==> config.mk <==
export PLATFORM = sky130hd
export DESIGN_NAME = clkfreq_check_flat
export DESIGN_NICKNAME = d
export VERILOG_FILES = /design/src/rtl/clkfreq_check_if.sv /design/src/rtl/clkfreq_check.sv /design/src/flat_wrapper.sv
export SDC_FILE = /design/constraint.sdc
export NUM_CORES = 1
export LEC_CHECK = 0
export CAP_MARGIN = 20
export CORE_UTILIZATION = 55
export DETAILED_ROUTE_END_ITERATION = 12
export PLACE_DENSITY = 0.85
export SETUP_SLACK_MARGIN = 0.4
export SKIP_CTS_REPAIR_TIMING = 1
export SYNTH_ARGS = -nofsm -noshare
export SYNTH_HDL_FRONTEND = slang
export SYNTH_SLANG_ARGS = --single-unit
==> constraint.sdc <==
create_clock -name i_sys_clk -period 11.5 [get_ports i_sys_clk]
set_clock_uncertainty 0.15 [all_clocks]
set_input_delay 1.725 -clock i_sys_clk [delete_from_list [all_inputs] [get_ports i_sys_clk]]
set_output_delay 1.725 -clock i_sys_clk [all_outputs]
set_load 0.02 [all_outputs]
==> src/rtl/clkfreq_check_if.sv <==
// clkfreq_check_if: sample/window inputs and lock/fault status outputs of clkfreq_check
interface clkfreq_check_if #(parameter int unsigned BUSW = 32);
    logic            i_valid;
    logic [BUSW-1:0] i_counts;
    logic [BUSW-1:0] i_min;
    logic [BUSW-1:0] i_max;
    logic            i_clear;
    logic [1:0]      o_state;
    logic            o_locked;
    logic            o_fault_seen;
    logic            o_int;
    logic [BUSW-1:0] o_last;
    logic [BUSW-1:0] o_min_seen;
    logic [BUSW-1:0] o_max_seen;
    modport master (
        output i_valid, i_counts, i_min, i_max, i_clear,
        input  o_state, o_locked, o_fault_seen, o_int, o_last, o_min_seen, o_max_seen
    );
    modport slave (
        input  i_valid, i_counts, i_min, i_max, i_clear,
        output o_state, o_locked, o_fault_seen, o_int, o_last, o_min_seen, o_max_seen
    );
endinterface

==> src/rtl/clkfreq_check.sv <==
// clkfreq_check: classifies once-per-second clock counts against a window and tracks lock/fault
module clkfreq_check #(
    parameter int unsigned BUSW    = 32,
    parameter int unsigned NGOOD   = 4,
    parameter int unsigned NBAD    = 2,
    parameter int unsigned TIMEOUT = 200_000_000
) (
    input logic              i_sys_clk,
    input logic              i_reset,
    clkfreq_check_if.slave   bus
);
    localparam logic [1:0] IDLE = 2'd0, LOCKING = 2'd1, LOCKED = 2'd2, FAULT = 2'd3;
    localparam logic [3:0] NG = 4'(NGOOD), NB = 4'(NBAD);

    logic [1:0]      state_q, state_d;
    logic [3:0]      g_q, g_d, b_q, b_d, g_inc, b_inc;
    logic [31:0]     tmo_q, tmo_d;
    logic            locked_q, locked_d, fault_q, fault_d, int_q, int_d;
    logic [BUSW-1:0] last_q, last_d, min_q, min_d, max_q, max_d;
    logic            dead, in_win, out_win, tmo_hit;

    // Sample classification and timeout expiry; a sample on the expiry cycle wins
    always_comb begin
        dead    = bus.i_valid && bus.i_counts == '0;
        in_win  = bus.i_valid && !dead && bus.i_min <= bus.i_counts && bus.i_counts <= bus.i_max;
        out_win = bus.i_valid && !dead && !in_win;
        tmo_hit = TIMEOUT != 0 && state_q != IDLE && !bus.i_valid && tmo_q + 32'd1 == TIMEOUT;
    end

    // Lock state machine; g is always 0 in IDLE/FAULT so those share the LOCKING increment path
    always_comb begin
        g_inc   = (g_q == 4'hf) ? g_q : g_q + 4'd1;
        b_inc   = (b_q == 4'hf) ? b_q : b_q + 4'd1;
        state_d = state_q;
        g_d     = g_q;
        b_d     = b_q;
        if (dead || tmo_hit) begin
            state_d = FAULT;
        end else if (in_win) begin
            if (state_q == LOCKED) begin
                b_d = 4'd0;
            end else begin
                g_d     = g_inc;
                state_d = (g_inc >= NG) ? LOCKED : LOCKING;
            end
        end else if (out_win) begin
            if (state_q == LOCKED) begin
                b_d     = b_inc;
                state_d = (b_inc >= NB) ? FAULT : LOCKED;
            end else if (state_q != FAULT) begin
                g_d     = 4'd0;
                state_d = LOCKING;
            end
        end
        if (state_d != state_q) begin
            b_d = 4'd0;
            g_d = (state_d == LOCKING) ? g_d : 4'd0;
        end
        tmo_d    = (state_q == IDLE || bus.i_valid || tmo_hit || TIMEOUT == 0) ? 32'd0 : tmo_q + 32'd1;
        int_d    = state_d != state_q;
        locked_d = state_d == LOCKED;
        fault_d  = dead || tmo_hit || (state_d == FAULT && state_q != FAULT) || (fault_q && !bus.i_clear);
    end

    // Sample history: last value and extremes, with clear reloading from the concurrent sample
    always_comb begin
        last_d = bus.i_valid ? bus.i_counts : last_q;
        min_d  = bus.i_clear ? (bus.i_valid ? bus.i_counts : '1)
               : (bus.i_valid && bus.i_counts < min_q) ? bus.i_counts : min_q;
        max_d  = bus.i_clear ? (bus.i_valid ? bus.i_counts : '0)
               : (bus.i_valid && bus.i_counts > max_q) ? bus.i_counts : max_q;
    end

    // State and output registers
    always_ff @(posedge i_sys_clk or posedge i_reset) begin
        if (i_reset) begin
            state_q  <= IDLE;
            g_q      <= 4'd0;
            b_q      <= 4'd0;
            tmo_q    <= 32'd0;
            locked_q <= 1'b0;
            fault_q  <= 1'b0;
            int_q    <= 1'b0;
            last_q   <= '0;
            min_q    <= '1;
            max_q    <= '0;
        end else begin
            state_q  <= state_d;
            g_q      <= g_d;
            b_q      <= b_d;
            tmo_q    <= tmo_d;
            locked_q <= locked_d;
            fault_q  <= fault_d;
            int_q    <= int_d;
            last_q   <= last_d;
            min_q    <= min_d;
            max_q    <= max_d;
        end
    end

    assign bus.o_state      = state_q;
    assign bus.o_locked     = locked_q;
    assign bus.o_fault_seen = fault_q;
    assign bus.o_int        = int_q;
    assign bus.o_last       = last_q;
    assign bus.o_min_seen   = min_q;
    assign bus.o_max_seen   = max_q;
endmodule

==> src/flat_wrapper.sv <==
// flat-port wrapper written by rule: the top's interface ports become plain ports
module clkfreq_check_flat 
#(
    parameter int unsigned BUSW    = 32,
    parameter int unsigned NGOOD   = 4,
    parameter int unsigned NBAD    = 2,
    parameter int unsigned TIMEOUT = 200_000_000
)
  (i_sys_clk, i_reset, bus_i_valid, bus_i_counts, bus_i_min, bus_i_max, bus_i_clear, bus_o_state, bus_o_locked, bus_o_fault_seen, bus_o_int, bus_o_last, bus_o_min_seen, bus_o_max_seen);
  clkfreq_check_if #(.BUSW(BUSW)) bus_i ();
  input logic i_sys_clk;
  input logic i_reset;
  input wire logic [$bits(bus_i.i_valid)-1:0] bus_i_valid;
  input wire logic [$bits(bus_i.i_counts)-1:0] bus_i_counts;
  input wire logic [$bits(bus_i.i_min)-1:0] bus_i_min;
  input wire logic [$bits(bus_i.i_max)-1:0] bus_i_max;
  input wire logic [$bits(bus_i.i_clear)-1:0] bus_i_clear;
  output wire logic [$bits(bus_i.o_state)-1:0] bus_o_state;
  output wire logic [$bits(bus_i.o_locked)-1:0] bus_o_locked;
  output wire logic [$bits(bus_i.o_fault_seen)-1:0] bus_o_fault_seen;
  output wire logic [$bits(bus_i.o_int)-1:0] bus_o_int;
  output wire logic [$bits(bus_i.o_last)-1:0] bus_o_last;
  output wire logic [$bits(bus_i.o_min_seen)-1:0] bus_o_min_seen;
  output wire logic [$bits(bus_i.o_max_seen)-1:0] bus_o_max_seen;
  assign bus_i.i_valid = bus_i_valid;
  assign bus_i.i_counts = bus_i_counts;
  assign bus_i.i_min = bus_i_min;
  assign bus_i.i_max = bus_i_max;
  assign bus_i.i_clear = bus_i_clear;
  assign bus_o_state = bus_i.o_state;
  assign bus_o_locked = bus_i.o_locked;
  assign bus_o_fault_seen = bus_i.o_fault_seen;
  assign bus_o_int = bus_i.o_int;
  assign bus_o_last = bus_i.o_last;
  assign bus_o_min_seen = bus_i.o_min_seen;
  assign bus_o_max_seen = bus_i.o_max_seen;
  clkfreq_check #(.BUSW(BUSW), .NGOOD(NGOOD), .NBAD(NBAD), .TIMEOUT(TIMEOUT)) u_core (.i_sys_clk(i_sys_clk), .i_reset(i_reset), .bus(bus_i));
endmodule
==> impl_metrics.yaml, run 1 <==
worst_setup_path:
  arrival_ns: 5.50
  worstSetupEndpointType: "register"
  rrSetupSlack_ns: 7.76
  r2r_start: "u_core.bus.o_max_seen[30]"
  startpoint: "bus_i_counts[31]"
  crit_required_ns: 11.66
  worst_path_max_delay_cell: "nor4_1"
  worst_path_largest_cell_delay_ns: 0.68
  critPathLaunchType: "input port"
  crit_buf_inv: 2
  cp_max_fo: 17
  worstSetupPathType: "input port to register"
  cp_cell_sequence: "clkdlybuf4s50_1, ha_1, nand4_1, nor4_1, and4_1, nand2_1, or4_1, and3_1, buf_8, a22o_1"
  path_delay_family: "simple AND/OR/NAND/NOR gates"
cells_and_area:
  final_core_util: 0.725
  layout-drive-gt1-share: 0.0962
  syn_to_final_growth_pct: 28.5
  final_cell_mix: "clkdlybuf4s50_1, inv_1, ha_1"
  final_common_cell: "clkdlybuf4s50_1"
  fin_area_um2: 12600
  final_nets: 1435
  num_antenna_cells: 0
synth:
  synthFlopType: "dfrtp_1"
  async_reset_ff_frac: 1.00
  syn_area_um2: 9800
  ys_seq_area_frac: 0.364
  synth_nets: 1243
  synth_edf_count: 0
  yosys_warnings: 0
  synth.avg_cell_area_um2: 9.69
  ys_ff_latch: 141
  synthCells: 1011
  yosysUniqueCellTypes: 66
clock_tree:
  clk_latency_ns: 0.43
  htreeDepth: 4
  clockBufferDepth: 2
  cts_tree: "built"
  clock_sinks: 141
  cts-root-buf: "clkbuf_16"
  numCtsBuffers: 17
  clk_pin_slew_ns: 0.06
placement:
  place_ws_ns: 5.98
  gp_congestion: 0.892
  dpl.hpwl_um: 20600
  place_area_um2: 12000
  io_buffers: 200
sta:
  finalCritPeriodShare: 0.465
  worst_pin_slew_ns: 0.861
  grt_setup_unrepaired: "no"
  fmax_mhz: 187
  final.setup.worst_slack_ns: 6.15
  maxSlewViolCount: 0
  setup_tns_ns: 0
  slew_headroom: 0.426
  hold_viol: 0
  layout_min_cycle_time_ns: 5.35
  final-setup-viol-count: 0
global_route:
  grt_pass1_vias: 8508
  grt_pass1_wl_um: 43700
  grt_start_max_net_pins: 78
  grt.met1_usage: 0.387
  grtUsageTotal: 0.310
  globalRouteMet3Util: 0.0501
  use_met2: 0.515
  top_usage_layer: "met2"
  grt-ovfl-total: 0
  antenna_found_initial: 0
floorplanning:
  num_rows: 48
  num_io_pins: 201
  die_area_um2: 18400
  die_y_um: 135
  start_util: 0.564
  core_um2: 17400
  dieWidth_um: 135
job:
  cap_violations: 0
routing:
  drt-initial-drc-count: 674
  num_vias: 8679
  final_antenna_net_count: 0
  wire_per_inst_um: 19.4
  viasPerCell: 6.02
  first_pass_iters: 5
  wl_um: 27900
  drcViolationCount: 0
pwr:
  p_comb_frac: 0.286
  switching_share: 0.310
  p_clk_frac: 0.353
  peakVddDrop_mv: 0.123
  total_power_w: 0.00166
  p_per_area_nw_per_um2: 132
  intPower_w: 0.00115
  seqPwrFrac: 0.360
  power.switching_w: 0.000514
  p_leak_nw: 6.12
hold_path:
  hold_path.startpoint: "u_core.bus.o_min_seen[17]"
  hold_path_class: "register to register"
status:
  run_status: "complete, no violations"
==> final timing paths <==
| kind | cells past startpoint | end |
|---|---|---|
| worst max-delay path | 10 | u_core.bus.o_max_seen[27] |
| worst min-delay path | 2 | u_core.bus.o_min_seen[17] |
| worst max register to register | 10 | u_core.bus.o_max_seen[27] |
| worst min register to register | 2 | u_core.bus.o_min_seen[17] |
| max in group asynchronous | 3 | u_core.b_q[1] |
| min in group asynchronous | 2 | u_core.bus.o_last[26] |
==> cells in the mapped netlist, types with 32 or more instances <==
cell type | n | area share
inv_1 | 141 | 0.054
ha_1 | 132 | 0.17
dfrtp_1 | 109 | 0.28
nor2_1 | 58 | 0.022
nand2_1 | 41 | 0.016
a21oi_1 | 37 | 0.019
nor2b_1 | 36 | 0.023
mux2_2 | 34 | 0.039
mux2i_1 | 34 | 0.035
nand4_1 | 33 | 0.021
a22o_1 | 32 | 0.029
dfstp_2 | 32 | 0.086
==> registers in the layout, indices dropped and copies added, names as in the netlist <==
name	flops
u_core.g_q	4
u_core.b_q	4
u_core.bus.o_min_seen	32
u_core.bus.o_locked	1
u_core.bus.o_state	2
u_core.bus.o_int	1
u_core.bus.o_fault_seen	1
u_core.bus.o_last	32
u_core.tmo_q	32
u_core.bus.o_max_seen	32
==> cells by family after synthesis <==
logic type,after synthesis,share of synthesized area
fa+ha+maj,132,0.169
flops,141,0.364
compound gates,190,0.143
buf+inv,174,0.0716
xor+xnor,33,0.0295
mux,68,0.0738
simple gates,273,0.149
==> cell type report <==
type                    count  area, um2
multi-input cells         696       5530
fillers                  1220       4760
flip-flops and latches    141       3570
repair buffers            206       2050
inverters                 141        534
clock buffers              21        460
well taps                 225        282
clock inverters            11        166
==> tightest hold or removal path, stage by stage (launching register included) <==
cell and delay (ns):
dfstp_2 0.37, inv_1 0.06, mux2i_1 0.06
==> per-stage QoR <==
| stage | std cells | hold WS (ns) |
|---|---|---|
| global route | 1441 | 0.365 |
| global placement | 1408 | 0.333 |
| detailed placement | 1409 | 0.338 |
| CTS | 1441 | 0.347 |
| floorplan | 1011 | 0.318 |
| finish | 1441 | 0.347 |
==> routing by layer <==
| layer | part of all wire | up-vias |
|---|---|---|
| met2 | 0.48 | 383 |
| met5 | 0 | - |
| li1 | - | 4008 |
| met4 | 0.043 | 0 |
| met3 | 0.065 | 95 |
| met1 | 0.41 | 4193 |
==> power by group through the flow <==
stage / logic, W / registers, W / clock network, W
after global placement: 0.000450 / 0.000603 / 0
final: 0.000475 / 0.000599 / 0.000587
after floorplan: 0.000217 / 0.000646 / 0
after detailed placement: 0.000467 / 0.000605 / 0
after CTS: 0.000473 / 0.000597 / 0.000591
after global routing: 0.000514 / 0.000605 / 0.000613
(Power assumes the default switching activity.)
==> run 2: changes to the inputs <==
--- a/config.mk
+++ b/config.mk
@@ -6,9 +6,9 @@
 export NUM_CORES = 1
 export LEC_CHECK = 0
 export CAP_MARGIN = 20
-export CORE_UTILIZATION = 55
+export CORE_UTILIZATION = 48
 export DETAILED_ROUTE_END_ITERATION = 12
-export PLACE_DENSITY = 0.85
+export PLACE_DENSITY = 0.78
 export SETUP_SLACK_MARGIN = 0.4
 export SKIP_CTS_REPAIR_TIMING = 1
 export SYNTH_ARGS = -nofsm -noshare
==> constraint.sdc (replaced) <==
create_clock -name i_sys_clk -period 4.49 [get_ports i_sys_clk]
set_clock_uncertainty 0.15 [all_clocks]
set_input_delay 0.6735 -clock i_sys_clk [delete_from_list [all_inputs] [get_ports i_sys_clk]]
set_output_delay 0.6735 -clock i_sys_clk [all_outputs]
set_load 0.02 [all_outputs]
==> run 2 against run 1 <==
Critical path depth grew 1; count of clock-buffer cells in the layout shrank 1; global-route usage shrank 3.7 points; die area grew 14%; non-clock buffer count grew 25; register-to-register slack lost 6.6 ns; critical endpoint is now u_core.g_q[3]; largest power group unchanged; highest routed layer is now met5.
==> impl_metrics.yaml, run 2 (same netlist as run 1, synthesis figures left out) <==
status:
  run_status: "complete, no violations"
routing:
  wire_per_inst_um: 18.5
  first_pass_iters: 5
  wl_met1_um: 11800
  viasPerCell: 5.64
  wl_met2_um: 13400
  highest_layer: "met5"
  wl_met3_um: 1870
  drcViolationCount: 0
  num_vias: 8501
  final_antenna_net_count: 0
  drt-initial-drc-count: 537
  wl_um: 27900
floorplanning:
  core_um2: 19700
  start_util: 0.497
  num_io_pins: 201
  num_rows: 51
  dieWidth_um: 145
  die_area_um2: 21000
  die_y_um: 145
cells_and_area:
  final_common_cell: "clkdlybuf4s50_1"
  final_nets: 1460
  layout-drive-gt1-share: 0.115
  final_cell_mix: "clkdlybuf4s50_1, inv_1, ha_1"
  final_cells: 1506
  final_core_util: 0.652
  syn_to_final_growth_pct: 31.2
  fill_cells: 1543
  num_antenna_cells: 0
pwr:
  peakVddDrop_mv: 0.296
  p_per_area_nw_per_um2: 325
  p_leak_nw: 6.23
  total_power_w: 0.00418
global_route:
  grtUsageTotal: 0.274
  grt_start_max_net_pins: 70
  grt-ovfl-total: 0
  grt_pass1_wl_um: 43300
  antenna_found_initial: 1
  grt_pass1_vias: 8324
placement:
  post-place-cells: 1473
  gp_congestion: 0.913
  place_ws_ns: 0.234
  dpl.hpwl_um: 21300
  io_buffers: 200
clock_tree:
  cts-root-buf: "clkbuf_16"
  cts_tree: "built"
  numCtsBuffers: 17
  clockBufferDepth: 2
  clk_pin_slew_ns: 0.06
  clock_sinks: 141
  htreeDepth: 4
  clk_latency_ns: 0.43
job:
  cap_violations: 0
sta:
  setup_tns_ns: 0
  maxSlewViolCount: 0
  slew_headroom: 0.422
  fmax_mhz: 259
  finalCritPeriodShare: 0.860
  final.setup.worst_slack_ns: 0.629
  hold_viol: 0
  worst_pin_slew_ns: 0.866
  layout_min_cycle_time_ns: 3.86
  grt_setup_unrepaired: "no"
  final-setup-viol-count: 0
worst_setup_path:
  critPathLaunchType: "input port"
  critPathMostFrequentCell: "o21ai_0"
  arrival_ns: 4.04
  worstSetupPathType: "input port to register"
  worstSetupEndpointType: "register"
  crit_required_ns: 4.67
  worst_path_max_delay_cell: "clkdlybuf4s50_1"
  cp_max_fo: 13
  worst_path_largest_cell_delay_ns: 0.66
  cp_cell_sequence: "clkdlybuf4s50_1, inv_1, ha_1, a21oi_1, o21ai_0, a221oi_1, o21ai_0, nor3_1, o21ai_2, a221o_1, nor4_2"
hold_path:
  hold_path_class: "register to register"
run 2: cell count changes in the layout (fill, tap and decap cells not counted):
cell | before | now
clkinv_4 | 1 | 0
clkinv_2 | 3 | 1
buf_4 | 5 | 26
clkinvlp_4 | 3 | 7
clkbuf_1 | 2 | 1
bufinv_16 | 4 | 2
buf_12 | 0 | 5
buf_8 | 1 | 0
inv_6 | 1 | 3
run 2: critical path, delay by kind of cell:
family / cells / cell delay (ns)
adders and majority gates: 1 / 0.29
AOI/OAI and AO/OA: 6 / 1.53
and+or+nand+nor: 2 / 0.81
buffers and inverters: 2 / 0.75
run 2: path summary, 6_finish.rpt:
kind | startpoint | endpoint | slack (ns) | cells after the start
max | bus_i_counts[19] | u_core.g_q[3] | 0.63 | 11
min | u_core.bus.o_min_seen[5] | u_core.bus.o_min_seen[5] | 0.35 | 2
max reg2reg | u_core.tmo_q[7] | u_core.tmo_q[19] | 1.15 | 7
min reg2reg | u_core.bus.o_min_seen[5] | u_core.bus.o_min_seen[5] | 0.35 | 2
max in group asynchronous | i_reset | u_core.bus.o_min_seen[1] | 3.01 | 4
min in group asynchronous | i_reset | u_core.bus.o_last[26] | 0.36 | 2
run 2: report_power, final:
group	switching, W	internal [W]
registers	0.000114	0.00142
logic	0.000641	0.000582
clock network	0.000578	0.000851
total	0.00133	0.00285
run 2: area by class of cell:
class	count	area (um2)	area share
Clock buffer	20	457	0.0355
Inverter	141	533	0.0415
Multi-Input combinational cell	696	5530	0.430
Clock inverter	12	136	0.0106
Timing Repair Buffer	231	2290	0.178
Tap cell	265	332	0.0258
Sequential cell	141	3570	0.278
run 2: per-layer routing:
metal / GRT usage / vias to the layer above
met4: 0.103 / 2
met5: 0 / -
met3: 0.0592 / 58
li1: - / 4054
met2: 0.455 / 291
met1: 0.347 / 4096
run 2: per-stage QoR:
step           hold WS (ns)  instance area (um2)
3_3_place_gp          0.332                12200
4_1_cts               0.349                12800
3_5_place_dp          0.339                12200
6_report              0.349                12800
2_1_floorplan         0.318                 9800
5_1_grt               0.365                12800
==> run 3: changes to the inputs <==
--- a/config.mk
+++ b/config.mk
@@ -6,6 +6,7 @@
 export NUM_CORES = 1
 export LEC_CHECK = 0
 export CAP_MARGIN = 20
+export CORE_MARGIN = 4
 export CORE_UTILIZATION = 48
 export DETAILED_ROUTE_END_ITERATION = 12
 export PLACE_DENSITY = 0.78
==> run 3 against run 2 <==
First-iteration DRC count fell by 2.0%; worst setup slack improved by 0.018 ns; clock power fell by 3%; largest power group unchanged; utilization fell by 0.36 points; highest routed layer is now met4.
==> impl_metrics.yaml, run 3 (same netlist as run 1, synthesis figures left out) <==
sta:
  grt_setup_unrepaired: "no"
  fmax_mhz: 260
  finalCritPeriodShare: 0.856
  hold_slack_ns: 0.352
  layout_min_cycle_time_ns: 3.84
  slew_headroom: 0.436
  worst_pin_slew_ns: 0.845
  hold_viol: 0
  final-setup-viol-count: 0
  setup_tns_ns: 0
  maxSlewViolCount: 0
clock_tree:
  clock_sinks: 141
  clk_latency_ns: 0.43
  numCtsBuffers: 17
  htreeDepth: 4
  clockBufferDepth: 2
  clk_pin_slew_ns: 0.06
  cts_tree: "built"
  cts-root-buf: "clkbuf_16"
floorplanning:
  start_util: 0.495
  die_y_um: 151
  num_rows: 51
  dieWidth_um: 151
  num_io_pins: 201
  die_area_um2: 22800
  core_um2: 19800
pwr:
  p_comb_frac: 0.296
  p_per_area_nw_per_um2: 323
  p_leak_nw: 6.25
  p_clk_frac: 0.335
  seqPwrFrac: 0.370
  peakVddDrop_mv: 0.275
  switching_share: 0.318
  intPower_w: 0.00283
  power.switching_w: 0.00132
routing:
  drt-initial-drc-count: 526
  wire_per_inst_um: 18.9
  drcViolationCount: 0
  first_pass_iters: 5
  wl_um: 28500
  final_antenna_net_count: 0
  viasPerCell: 5.69
  num_vias: 8582
placement:
  gp_congestion: 0.910
  dpl.hpwl_um: 22200
  io_buffers: 200
hold_path:
  hold_path_class: "register to register"
worst_setup_path:
  path_delay_family: "compound AO/OA/AOI/OAI gates"
  worstSetupPathType: "input port to register"
  crit_buf_inv: 2
  cp_cell_sequence: "clkdlybuf4s50_1, inv_1, ha_1, and4_1, a221oi_1, o21ai_0, nor3_1, o21ai_2, a221o_1, nor4_2"
  worst_path_max_delay_cell: "clkdlybuf4s50_1"
  worst_path_largest_cell_delay_ns: 0.70
  cp_max_fo: 13
  critPathLaunchType: "input port"
  crit_required_ns: 4.68
  worstSetupEndpointType: "register"
  arrival_ns: 4.03
global_route:
  antenna_found_initial: 0
  grtUsageTotal: 0.252
  grt_pass1_wl_um: 44900
  grt-ovfl-total: 0
  grt_start_max_net_pins: 87
  grt_pass1_vias: 8544
cells_and_area:
  fill_cells: 1608
  syn_to_final_growth_pct: 30.9
  final_common_cell: "clkdlybuf4s50_1"
  final_nets: 1462
  layout-drive-gt1-share: 0.116
  final_cell_mix: "clkdlybuf4s50_1, inv_1, ha_1"
status:
  run_status: "complete, no violations"
job:
  cap_violations: 0
==> run 3: cell types whose count changed in the layout (fill, tap and decap cells not counted) <==
cell / previous run / this run
buf_12: 5 / 3
buf_4: 26 / 30
clkbuf_1: 1 / 2
clkbuf_8: 2 / 1
clkinv_2: 1 / 6
clkinv_4: 0 / 3
clkinvlp_4: 7 / 2
diode_2: 0 / 1
inv_6: 3 / 0
==> run 3: power by group through the flow <==
stage / Combinational [W] / Clock [W] / Sequential (W)
final: 0.00123 / 0.00139 / 0.00153
after global routing: 0.00134 / 0.00146 / 0.00155
after CTS: 0.00123 / 0.00141 / 0.00153
after detailed placement: 0.00122 / 0 / 0.00155
after global placement: 0.00119 / 0 / 0.00155
after floorplan: 0.000555 / 0 / 0.00165
==> run 3: area by class of cell <==
class | count | area (um2) | share of cell area
clock buffers | 20 | 447 | 0.0348
flip-flops and latches | 141 | 3570 | 0.278
clock inverters | 12 | 124 | 0.00966
diodes | 1 | 2.50 | 0.000195
repair buffers | 233 | 2280 | 0.178
multi-input cells | 696 | 5530 | 0.431
well taps | 265 | 332 | 0.0259
inverters | 141 | 533 | 0.0416
==> run 3: per-stage QoR <==
step | power [W] | cell area [um2] | instances | setup slack (ns) | utilization
6_report | 0.00415 | 12800 | 1509 | 0.646 | 0.648
5_1_grt | 0.00436 | 12800 | 1508 | 0.405 | 0.648
4_1_cts | 0.00417 | 12800 | 1508 | 0.700 | 0.648
3_5_place_dp | 0.00277 | 12200 | 1476 | 0.241 | 0.619
3_3_place_gp | 0.00274 | 12200 | 1476 | 0.371 | 0.619
2_1_floorplan | 0.00221 | 9800 | 1011 | 1.31 | -
==> run 3: path summary, 6_finish.rpt <==
path                       depth (start not counted)                 startpoint                        end  slack (ns)
hold / removal                                     2  u_core.bus.o_min_seen[25]  u_core.bus.o_min_seen[25]        0.35
setup reg to reg                                   7            u_core.tmo_q[7]           u_core.tmo_q[19]        1.23
min in group asynchronous                          2                    i_reset  u_core.bus.o_max_seen[22]        0.52
hold reg to reg                                    2  u_core.bus.o_min_seen[25]  u_core.bus.o_min_seen[25]        0.35
setup / recovery                                  10           bus_i_counts[21]              u_core.g_q[3]        0.65
max in group asynchronous                          3                    i_reset   u_core.bus.o_min_seen[2]        2.81
==> run 3: worst min-delay path, stage by stage (launching register included) <==
cell and delay [ns]:
dfstp_2 0.36, inv_1 0.06, mux2i_1 0.07
==> run 3: per-layer routing <==
layer	wire length, um	track usage	up-vias
met4	919	0.101	0
met3	1950	0.0458	63
met1	11800	0.330	4167
met5	0	0	-
li1	-	-	4061
met2	13800	0.413	291
